**src/rtl/dp_ram_pkg.sv**
```systemverilog
// Shared constants for the dual-port RAM and its requester arbiter.
//   AW        RAM address width
//   DW        RAM data width
//   NREQ_DEF  default number of requesters
//   RAM_DEPTH words in the dual-port RAM
//   rr_next() round-robin successor of an index, wrapping at n
package dp_ram_pkg;

  localparam int AW        = 6;
  localparam int DW        = 8;
  localparam int NREQ_DEF  = 4;
  localparam int RAM_DEPTH = 2 ** AW;

  function automatic int rr_next(input int idx, input int n);
    if (idx + 1 >= n) begin
      return 0;
    end else begin
      return idx + 1;
    end
  endfunction

endpackage

```
**src/rtl/dp_ram_arbiter_rr_arbiter.sv**
```systemverilog
// Round-robin arbiter with a registered search pointer.
//   clk   in   clock, rising edge
//   rst   in   synchronous, active-low reset (pointer to 0, grant forced 0)
//   req   in   NREQ request vector
//   gnt   out  NREQ one-hot/zero grant, combinational from req and pointer
// The first requester at or after the pointer (searching upward, modulo
// NREQ) wins; the pointer then moves one past the winner, or holds when
// nothing is granted.
module rr_arbiter
  import dp_ram_pkg::*;
#(
  parameter int NREQ = NREQ_DEF
) (
  input  logic            clk,
  input  logic            rst,
  input  logic [NREQ-1:0] req,
  output logic [NREQ-1:0] gnt
);

  localparam int PW = (NREQ > 1) ? $clog2(NREQ) : 1;

  logic [PW-1:0] ptr_q;
  logic [PW-1:0] ptr_d;
  logic [PW-1:0] idx_b;
  logic          found;
  int            idx;

  // Grant search starting at the pointer and next-pointer selection.
  always_comb begin
    gnt   = {NREQ{1'b0}};
    ptr_d = ptr_q;
    found = 1'b0;
    idx   = 0;
    idx_b = {PW{1'b0}};
    if (rst) begin
      for (int k = 0; k < NREQ; k++) begin
        idx = int'(ptr_q) + k;
        if (idx >= NREQ) begin
          idx = idx - NREQ;
        end else begin
          idx = idx;
        end
        idx_b = PW'(idx);
        if (!found && req[idx_b]) begin
          found      = 1'b1;
          gnt[idx_b] = 1'b1;
          ptr_d      = PW'(rr_next(idx, NREQ));
        end else begin
          found = found;
        end
      end
    end else begin
      // Held in reset: no grants, pointer heads back to 0.
      ptr_d = {PW{1'b0}};
    end
  end

  // Round-robin pointer register.
  always_ff @(posedge clk) begin
    if (!rst) begin
      ptr_q <= {PW{1'b0}};
    end else begin
      ptr_q <= ptr_d;
    end
  end

endmodule

```
**src/rtl/dp_ram_arbiter.sv**
```systemverilog
// Shares one dual-port RAM between NREQ requesters. Write and read ports are
// arbitrated independently by two round-robin arbiters.
//   clk, rst               clock (rising edge), sync active-low reset
//   req_wr / req_rd        per-requester requests, held until granted
//   wr_addr_in/wr_data_in  packed write address/data, requester i at slice i
//   rd_addr_in             packed read addresses, requester i at slice i
//   wr_gnt / rd_gnt        one-hot/zero grants, combinational
//   rd_valid               one-hot/zero owner of rd_data_out, cycle after grant
//   rd_data_out            RAM read data, broadcast to every requester
//   ram_*                  RAM pin drive (enable/wr/rd/addresses/data in+out)
module dp_ram_arbiter
  import dp_ram_pkg::*;
#(
  parameter int NREQ = NREQ_DEF,
  parameter int AW   = dp_ram_pkg::AW,
  parameter int DW   = dp_ram_pkg::DW
) (
  input  logic             clk,
  input  logic             rst,
  input  logic [NREQ-1:0]  req_wr,
  input  logic [NREQ-1:0]  req_rd,
  input  logic [NREQ*AW-1:0] wr_addr_in,
  input  logic [NREQ*DW-1:0] wr_data_in,
  input  logic [NREQ*AW-1:0] rd_addr_in,
  output logic [NREQ-1:0]  wr_gnt,
  output logic [NREQ-1:0]  rd_gnt,
  output logic [NREQ-1:0]  rd_valid,
  output logic [DW-1:0]    rd_data_out,
  output logic             ram_enable,
  output logic             ram_wr,
  output logic             ram_rd,
  output logic [AW-1:0]    ram_wr_addr,
  output logic [AW-1:0]    ram_rd_addr,
  output logic [DW-1:0]    ram_wr_data,
  input  logic [DW-1:0]    ram_rd_data
);

  logic [NREQ-1:0] rd_pend_q;
  logic [NREQ-1:0] rd_pend_d;

  rr_arbiter #(.NREQ(NREQ)) u_wr_arb (
    .clk (clk),
    .rst (rst),
    .req (req_wr),
    .gnt (wr_gnt)
  );

  rr_arbiter #(.NREQ(NREQ)) u_rd_arb (
    .clk (clk),
    .rst (rst),
    .req (req_rd),
    .gnt (rd_gnt)
  );

  // AND-OR muxes keyed by the one-hot grants; all-zero grant gives zero pins.
  always_comb begin
    ram_wr_addr = {AW{1'b0}};
    ram_wr_data = {DW{1'b0}};
    ram_rd_addr = {AW{1'b0}};
    for (int i = 0; i < NREQ; i++) begin
      ram_wr_addr = ram_wr_addr | (wr_addr_in[i*AW +: AW] & {AW{wr_gnt[i]}});
      ram_wr_data = ram_wr_data | (wr_data_in[i*DW +: DW] & {DW{wr_gnt[i]}});
      ram_rd_addr = ram_rd_addr | (rd_addr_in[i*AW +: AW] & {AW{rd_gnt[i]}});
    end
  end

  assign ram_wr     = |wr_gnt;
  assign ram_rd     = |rd_gnt;
  assign ram_enable = ram_wr | ram_rd;

  // The RAM registers its read data, so the owner tag trails the grant by one.
  assign rd_pend_d   = rd_gnt;
  assign rd_data_out = ram_rd_data;

  // Read-owner pipeline register.
  always_ff @(posedge clk) begin
    if (!rst) begin
      rd_pend_q <= {NREQ{1'b0}};
    end else begin
      rd_pend_q <= rd_pend_d;
    end
  end

  // A read granted just before reset is pending when reset lands; masking
  // here keeps it from ever surfacing as rd_valid.
  always_comb begin
    if (rst) begin
      rd_valid = rd_pend_q;
    end else begin
      rd_valid = {NREQ{1'b0}};
    end
  end

endmodule

```
**config.mk**
```make
export PLATFORM = sky130hd
export DESIGN_NAME = dp_ram_arbiter
export DESIGN_NICKNAME = d
export VERILOG_FILES = /design/src/rtl/dp_ram_pkg.sv /design/src/rtl/dp_ram_arbiter_rr_arbiter.sv /design/src/rtl/dp_ram_arbiter.sv
export SDC_FILE = /design/constraint.sdc
export NUM_CORES = 1
export LEC_CHECK = 0
export BUFFER_PORTS_ARGS = -buffer_cell sky130_fd_sc_hd__buf_4
export CORE_ASPECT_RATIO = 1.5
export CORE_MARGIN = 4
export CORE_UTILIZATION = 45
export CTS_CLUSTER_SIZE = 28
export DETAILED_ROUTE_END_ITERATION = 7
export PLACE_DENSITY_LB_ADDON = 0.3
export RECOVER_POWER = 50
export REMOVE_ABC_BUFFERS = 1
export SETUP_SLACK_MARGIN = 0.3
export SYNTH_ARGS = -nofsm -noshare
export SYNTH_HDL_FRONTEND = slang
export SYNTH_SLANG_ARGS = --single-unit
```
**constraint.sdc**
```tcl
create_clock -name clk -period 8.75 [get_ports clk]
set_input_delay 1.75 -clock clk [delete_from_list [all_inputs] [get_ports clk]]
set_output_delay 1.75 -clock clk [all_outputs]
set_load 0.03 [all_outputs]
```
==> results.md, run 1 <==
- For this run, global-route usage on met1 was measured as 29.1%.
- In this run the remaining antenna-violating nets after routing total 0.
- The number of I/O port buffers is 124.
- Summing the areas of all and, or, nand and nor instances in the mapped netlist gives 17.0% of the synthesized area.
- The wire length of the first global-routing pass is 12.2 mm.
- The total of endpoints with negative setup slack in the final report is 0.
- After technology mapping, the gate count stands at 254.
- Among all flip-flop cells after synthesis, the most frequent one is sky130_fd_sc_hd__dfxtp_1.
- Summing the areas of all compound-gate instances in the mapped netlist gives 42.8% of the synthesized area.
- The number of max-slew violations in the final report is 0.
- The synthesized netlist occupies a cell area of 2060 sq um.
- The detailed-router iteration count before antenna repair is 5.
- The final critical-path setup slack is 2.49 ns.
- The CTS tree is done.
- The run finished with clean final reports.
- The xor/xnor cell area share of the yosys netlist is 0%.
- Entering global routing, the biggest net connects 19 pins.
- The minimum period implied by the final worst setup slack is 6.26 ns.
- For this block, the via count after detailed routing is 2570.
- Row generation in the floorplan step produced 29 rows.
- The top cell family by delay on the critical path is compound AO/OA/AOI/OAI gates.
- The count of buffering cells on the critical path with inverters included is 2.
- The count of yosys warnings during synthesis is 0.
- The source of the critical timing path is req_rd[2].
- The required time at the endpoint of the critical path is 7.00 ns.
- The delay of the slowest critical-path stage is 0.64 ns.
- The final-report hold violation count was 0.
- The analysis attributes to cell leakage a power of 1.30 nW.
- The floorplan step set the die width to 63.2 microns.
- The total clock sinks is 8.
- The number of placed I/O pins is 141.
- The overall power after layout is 968 uW.
- The count of placed standard cells including taps is 395.
- The post-route clock skew is 0.00489 ns.
- In this run, post-CTS hold repair placed 0 buffers.
- The dominant combinational cell family by area after synthesis is compound AO/OA/AOI/OAI gates.
- In this run the post-CTS setup repair buffer count came out at 0.
- The placer's final routability congestion estimate is 0.940.
- The kind of end point of the critical path is an output pin.
- The area growth from synthesis to layout is 40.2%.
- The count of non-filler cells in the finished layout is 398.
- The total overflow left after global routing is 0.
- In the global route stage, met2 resource usage came out at 46.5%.
- The portion of netlist area occupied by mux cells is 14.5%.
- After detailed routing, the number of remaining DRC violations is 0.
- After the first detailed-routing iteration, the DRC count stood at 270.
- The finished cells cover 2890 sq um.
- For the pin with the worst max-slew slack, the measured transition is 1.03 ns.
- In the finished design, the share of the clock period the worst path needs comes to 71.5%.
- Cells with a size suffix above 1 make up 39.8% of the layout.
- The launching point of the worst reg2reg path is u_rd_arb.ptr_q[0].
- The start point of the worst hold path is u_wr_arb.ptr_q[0].
- After clock tree synthesis, the clock-pin slew on the worst setup and hold paths is 0.04 ns.
- The critical path is of the in2out type.
- Post-CTS repair changed the size of 0 cells.
- The worst-case IR drop observed on VDD is 0.183 mV.
- The worst slew margin relative to its limit is 30.8%.
- The count of flip-flops with a built-in enable after synthesis is 0.
- The standard cell area after detailed placement is 2880 sq um.
- Across the run, the number of max-cap violations was 0.
- The root cell of the clock tree is sky130_fd_sc_hd__clkbuf_8.
- The maximum clock frequency is 0.160 GHz.
- Timing analysis after detailed placement gives a worst setup slack of 2.90 ns.
- The net count of the finished layout is 464.
- The power per cell area is 335 nW/um^2.
- The share of the yosys chip area belonging to registers is 7.78%.
- In this run, CTS created clock tree buffers numbering 3.
- The slowest cell on the critical path is sky130_fd_sc_hd__a2111oi_0.
- Traced cell by cell, the critical path runs through clkbuf_1 > or3b_2 > a2111oi_0 > o31ai_1 > a31oi_1 > a22o_1 > a221o_1 > buf_4.
- The post-synthesis area per instance is 8.10 sq um.
- The aggregate negative setup slack is 0 ns.
- The number of levels in the clock H-tree is 1.
- The worst setup path is launched from a primary input.
- The fraction of registers with async set/reset is 0%.
- The utilization after layout is 66.9%.
- The total routing resource utilization after global routing is 25.5%.
- The number of global-route vias before repair is 2479.
- The arrival time of data at the critical path endpoint is 4.51 ns.
- The worst slack on hold paths is 0.805 ns.
- The area inside the core boundary is 4320 sq um.
- The largest driver fanout on the critical path is 14.
- Summed over all nets, the half-perimeter wirelength after detailed placement is 6.14 mm.
- The number of distinct library cells after synthesis is 57.
- After Yosys synthesis, full adders, half adders and majority gates account for 7.29% of the synthesized area.
- The full die area is 5740 sq um.
- The most utilized layer in the global route result is met2.
- For the worst-skew pair, the clock arrives at the later sink with an insertion delay of 0.23 ns.
- Setup repair after global routing left no endpoint under its margin.
- After detailed routing, the number of vias per cell comes to 6.46.
- The clock passes through at most 2 buffers.
- The total wire length is 7.62 mm.
- The initial standard-cell utilization of the core is 47.7%.
- The die boundary height is 90.8 microns.
- The flip-flop and latch count after synthesis is 8.
- Global routing used 5.60% of the available met3 tracks.
- The average wire length per cell after detail routing is 19.1 microns.
- In this run the worst hold path is classified as reg2reg.
- The number of antenna violations at the first check in global routing is 0.
- 0 antenna diodes ended up in the layout.
## cells in the mapped netlist (3+ instances only)
library cell,number,share of area (%)
sky130_fd_sc_hd__mux2i_1,5,2.4
sky130_fd_sc_hd__and2_1,5,1.5
sky130_fd_sc_hd__o211ai_1,4,1.5
sky130_fd_sc_hd__o21a_1,3,1.1
sky130_fd_sc_hd__o21ai_0,8,1.9
sky130_fd_sc_hd__a211o_1,3,1.3
sky130_fd_sc_hd__a31oi_1,7,2.1
sky130_fd_sc_hd__ha_1,12,7.3
sky130_fd_sc_hd__a21oi_1,14,3.4
sky130_fd_sc_hd__nor2_1,16,2.9
sky130_fd_sc_hd__nand2_1,9,1.6
sky130_fd_sc_hd__nor3b_1,3,1.1
sky130_fd_sc_hd__clkbuf_1,7,1.3
sky130_fd_sc_hd__buf_2,11,2.7
sky130_fd_sc_hd__inv_1,14,2.6
sky130_fd_sc_hd__a221o_1,20,9.7
sky130_fd_sc_hd__mux2_2,4,2.2
sky130_fd_sc_hd__nand2b_1,5,1.5
sky130_fd_sc_hd__nor4_1,3,0.91
sky130_fd_sc_hd__a22o_1,20,8.5
sky130_fd_sc_hd__a211oi_1,3,1.1
sky130_fd_sc_hd__buf_4,8,2.9
sky130_fd_sc_hd__mux4_2,8,8.8
sky130_fd_sc_hd__dfxtp_1,8,7.8
sky130_fd_sc_hd__o31a_1,4,1.7
sky130_fd_sc_hd__nor3_1,10,2.4
## flip-flops by register name, summed over array words and instances (netlist names)
name	count
u_wr_arb.ptr_q	2
rd_pend_q	4
u_rd_arb.ptr_q	2
## cell type report
type                       instances  area, sq um
clock buffer                       3         41.3
sequential                         8          160
timing repair buffer             124          916
fill                             392         1430
multi-input combinational        203         1660
tap                               46         57.6
inverter                          14         52.6
## kinds of logic after synthesis
kind of cell	Yosys count
AOI/OAI and AO/OA	108
muxes	18
buffers and inverters	43
and+or+nand+nor	65
DFF	8
adders and majority gates	12
## worst reg2reg max path, cell delays in order (launching register included)
cell                        delay [ns]
sky130_fd_sc_hd__dfxtp_1          0.78
sky130_fd_sc_hd__inv_1            0.26
sky130_fd_sc_hd__ha_1             0.47
sky130_fd_sc_hd__or3b_2           0.47
sky130_fd_sc_hd__a2111oi_0        0.64
sky130_fd_sc_hd__nor3_1           0.21
sky130_fd_sc_hd__o31a_1           0.33
sky130_fd_sc_hd__a221oi_1         0.29
## placed cells by master (no fill, tap or decap), types with 3 or more instances in the layout
| cell | count |
|---|---|
| sky130_fd_sc_hd__buf_4 | 120 |
| sky130_fd_sc_hd__a22o_1 | 20 |
| sky130_fd_sc_hd__a221o_1 | 20 |
| sky130_fd_sc_hd__nor2_1 | 16 |
| sky130_fd_sc_hd__a21oi_1 | 15 |
| sky130_fd_sc_hd__inv_1 | 14 |
| sky130_fd_sc_hd__ha_1 | 12 |
| sky130_fd_sc_hd__nor3_1 | 10 |
| sky130_fd_sc_hd__nand2_1 | 9 |
| sky130_fd_sc_hd__mux4_2 | 8 |
| sky130_fd_sc_hd__a31oi_1 | 8 |
| sky130_fd_sc_hd__o21ai_0 | 8 |
| sky130_fd_sc_hd__dfxtp_1 | 8 |
| sky130_fd_sc_hd__mux2i_1 | 5 |
| sky130_fd_sc_hd__nand2b_1 | 5 |
| sky130_fd_sc_hd__o211ai_1 | 4 |
| sky130_fd_sc_hd__o31a_1 | 4 |
| sky130_fd_sc_hd__clkbuf_1 | 4 |
| sky130_fd_sc_hd__mux2_2 | 3 |
| sky130_fd_sc_hd__a211o_1 | 3 |
| sky130_fd_sc_hd__nor4_1 | 3 |
| sky130_fd_sc_hd__nor3b_1 | 3 |
| sky130_fd_sc_hd__o21a_1 | 3 |
| sky130_fd_sc_hd__a32o_1 | 3 |
| sky130_fd_sc_hd__a211oi_1 | 3 |
| sky130_fd_sc_hd__and2_0 | 3 |
| sky130_fd_sc_hd__clkbuf_8 | 3 |
## worst paths after layout
path | cells past startpoint | end | slack, ns
setup / recovery | 8 | ram_rd_addr[0] | 2.49
hold / removal | 2 | u_wr_arb.ptr_q[0] | 0.80
setup reg to reg | 7 | u_rd_arb.ptr_q[1] | 5.20
hold reg to reg | 2 | u_wr_arb.ptr_q[0] | 0.80
## routing by layer
metal | up-vias | wire, microns
met2 | 130 | 4160
met5 | - | 0
met3 | 18 | 519
met1 | 1206 | 2770
met4 | 0 | 167
li1 | 1216 | -
## report_power, final
part           internal (mW)  total [mW]  switching (mW)  leakage, nW
Sequential            0.0517      0.0908          0.0391       0.0663
Combinational          0.352       0.832           0.480         1.22
Clock                 0.0298      0.0448          0.0149       0.0216
No activity file was read; power rests on OpenSTA's default activity.
==> inputs of run 2 (changes only) <==
Settings changed: CORE_UTILIZATION 45 to 43.
Clock period 8.75 ns to 6 ns, I/O delays scaled along.
==> results.md, run 2 (synthesis gave the netlist of run 1 again) <==
- The fraction of power spent switching nets came to 54.7% (-0.45 points).
- The detailed-router iteration count before antenna repair is 5 (unchanged).
- The minimum period implied by the final worst setup slack is 5.09 ns.
- The count of nets left with antenna violations after detail routing was 0 (unchanged).
- The initial standard-cell utilization of the core is 44.9% (-2.7 points).
- The area growth from synthesis to layout is 42.2%.
- Setup repair after global routing left no endpoint under its margin.
- The design area is 2930 sq um (+1.4%).
- The placer's final routability congestion estimate is 0.920 (-2.2%).
- The max-cap violation count is 0 (unchanged).
- Among cell families on the critical path, the largest total delay comes from simple AND/OR/NAND/NOR gates.
- The per-cell via count in the routed design is 5.99 (-7.2%).
- The worst hold path stage count was 2 (unchanged).
- The worst ir drop on vdd is 0.224 mV (+22%).
- STA classifies the critical path endpoint as an output pin.
- The total setup buffers inserted after CTS came to 0 (unchanged).
- The largest driver fanout on the critical path was 18 (+4).
- The delay of the slowest critical-path stage came to 0.76 ns (+0.12 ns).
- The number of levels in the clock H-tree is 1 (unchanged).
- The top cell types in the final layout, fill and taps aside, are 122 x sky130_fd_sc_hd__buf_4, 20 x sky130_fd_sc_hd__a22o_1, 20 x sky130_fd_sc_hd__a221o_1, 16 x sky130_fd_sc_hd__nor2_1, 15 x sky130_fd_sc_hd__a21oi_1.
- The worst slack on hold paths was 0.744 ns (-0.0606 ns).
- The standard cell area after detailed placement is 2920 sq um (+1.3%).
- The startpoint type of the worst setup path is a flop.
- The detailed placer's ending HPWL is 5.75 mm (-6.4%).
- The total routing resource utilization after global routing is 22.9% (-2.6 points).
- The post-route clock skew is 0.00306 ns (-0.00184 ns).
- The largest net degree at the start of global routing is 19 (unchanged).
- The net count of the finished layout is 466 (+0.43%).
- Based on the critical path, the design can be clocked at up to 0.196 GHz.
- The internal power consumption is 638 uW (+47%).
- The clock insertion delay at the later pin of the skew report was 0.23 ns (about the same).
- The post-cts gate resize count came to 0 (unchanged).
- The fraction of final layout cells with drive strength greater than 1 came to 41.0% (+1.2 points).
- The root buffer cell chosen for the clock tree is sky130_fd_sc_hd__clkbuf_8.
- The clock buffer count from CTS is 3 (unchanged).
- The number of global-route vias before repair was 2266 (-8.6%).
- The count of buffering cells on the critical path with inverters included was 2 (unchanged).
- The worst setup path is of the reg2out kind.
- The part of the power in the clock network is 4.6% (about the same).
- The total clock sinks is 8 (unchanged).
- The die boundary height came to 92.7 microns (+2.1%).
- The overall via count from detail_route is 2505 (-2.5%).
- The clock input transition at the sequential cells of the worst setup and hold paths is 0.04 ns (about the same).
- Leaving out fill and tap cells, the most frequent cell in the layout is sky130_fd_sc_hd__buf_4.
- The leakage power figure came to 1.32 nW (+1.5%).
- The number of buffers between clock root and the deepest sink is 2 (unchanged).
- The final-report hold violation count is 0 (unchanged).
- The residual overflow from global routing is 0 (unchanged).
- The wire length of the first global-routing pass is 11.3 mm (-7.5%).
- The arrival time of data at the critical path endpoint is 3.89 ns (-0.62 ns).
- The aggregate negative setup slack is 0 ns (unchanged).
- In the final layout, the registers with the most flip-flops are rd_pend_q (4), u_rd_arb.ptr_q (2), u_wr_arb.ptr_q (2).
- The hold-fix buffer count after cts is 0 (unchanged).
- The post-route DRC violation count is 0 (unchanged).
- The register-to-register setup slack came to 2.77 ns (-2.43 ns).
- The number of antenna repair diodes is 0 (unchanged).
- The total of endpoints with negative setup slack in the final report is 0 (unchanged).
- The power per cell area is 481 nW/um^2 (+44%).
- The slew at the pin closest to its max-slew limit is 0.724 ns (-0.310 ns).
- The depth of the worst register-to-register path is 7 (unchanged).
- The switching power is 771 uW (+44%).
- The register with the most flip-flops in the final layout is rd_pend_q.
- The worst slew margin relative to its limit is 51.7% (+21 points).
- The initial detailed-routing violation count is 246 (-8.9%).
- The average wire length per cell after detail routing is 17.3 microns (-9.6%).
- The area inside the core boundary was 4580 sq um (+6.1%).
- The number of placement rows is 30 (+3.4%).
- Of the available clock period, the critical path in the final layout requires 84.8%.
- The number of antenna violations at the first check in global routing is 0 (unchanged).
- The number of I/O port buffers came to 124 (unchanged).
- The die boundary width is 64.5 microns (+2.0%).
- The path length in cells of the critical path is 9 (+1).
- The full die area is 5980 sq um (+4.1%).
- The sequential share of power is 8.0% (-1.4 points).
- The CTS tree is done.
- For this design, the slowest cell found on the critical path is sky130_fd_sc_hd__dfxtp_1.
- The type of the tightest min-delay check is reg2reg.
- The number of placed I/O pins is 141 (unchanged).
- The run finished with clean final reports.
- The signal on the critical path passes through inv_1 > ha_1 > mux4_2 > a21oi_1 > o21ai_0 > a32o_2 > or4_4 > or2_1 > buf_4.
- The number of max-slew violations in the final report is 0 (unchanged).
- The required time at the endpoint of the critical path is 4.80 ns (-2.20 ns).
- The flip-flop count of the largest register after layout came to 4 (unchanged).
- The power share of the combinational group is 87.4% (+1.4 points).
- The total wire length came to 7.23 mm (-5.1%).
-- run 2: cell count changes in the layout (fill, tap and decap cells not counted), sizes merged --
cell	delta
buf	+2
-- run 2: cell type report --
cell class / instances / area (sq um)
Fill cell: 425 / 1650
Sequential cell: 8 / 160
Tap cell: 64 / 80.1
Clock buffer: 3 / 41.3
Timing Repair Buffer: 126 / 931
Multi-Input combinational cell: 203 / 1660
Inverter: 14 / 52.6
-- run 2: worst register-to-register path: stages, from the launching register on --
cell                        delay, ns
sky130_fd_sc_hd__dfxtp_1         0.64
sky130_fd_sc_hd__inv_1           0.20
sky130_fd_sc_hd__ha_1            0.42
sky130_fd_sc_hd__or3b_2          0.46
sky130_fd_sc_hd__a2111oi_0       0.62
sky130_fd_sc_hd__nor3_1          0.20
sky130_fd_sc_hd__o31a_1          0.34
sky130_fd_sc_hd__a221oi_1        0.26
-- run 2: path summary, 6_finish.rpt --
kind                                         from                end
worst max-delay path            u_wr_arb.ptr_q[0]         ram_enable
worst min-delay path            u_rd_arb.ptr_q[0]  u_rd_arb.ptr_q[0]
worst max register to register  u_rd_arb.ptr_q[1]  u_rd_arb.ptr_q[1]
worst min register to register  u_rd_arb.ptr_q[0]  u_rd_arb.ptr_q[0]
-- run 2: per-stage QoR --
stage / worst slack, ns / utilization (%) / power (mW) / cells
6_report: 0.909 / 63.9 / 1.41 / 418
5_1_grt: 0.525 / 63.9 / 1.51 / 418
4_1_cts: 0.914 / 64.6 / 1.42 / 418
3_5_place_dp: 1.17 / 63.7 / 1.35 / 415
3_3_place_gp: 1.33 / 63.7 / 1.34 / 415
2_1_floorplan: 1.31 / - / 0.974 / 225
-- run 2: power by group through the flow --
| stage | registers, mW | clock network, mW | logic, mW |
|---|---|---|---|
| after CTS | 0.112 | 0.0651 | 1.24 |
| final | 0.113 | 0.0642 | 1.23 |
| after global routing | 0.119 | 0.0692 | 1.32 |
| after floorplan | 0.117 | 0 | 0.857 |
| after detailed placement | 0.113 | 0 | 1.24 |
| after global placement | 0.111 | 0 | 1.23 |
-- run 2: per-layer routing --
| metal | vias to the layer above | routed length [microns] | global-route usage [%] |
|---|---|---|---|
| met3 | 8 | 360 | 4.13 |
| li1 | 1216 | - | - |
| met4 | 0 | 57 | 4.23 |
| met1 | 1192 | 2780 | 28.6 |
| met2 | 89 | 4040 | 40.7 |
| met5 | - | 0 | 0 |
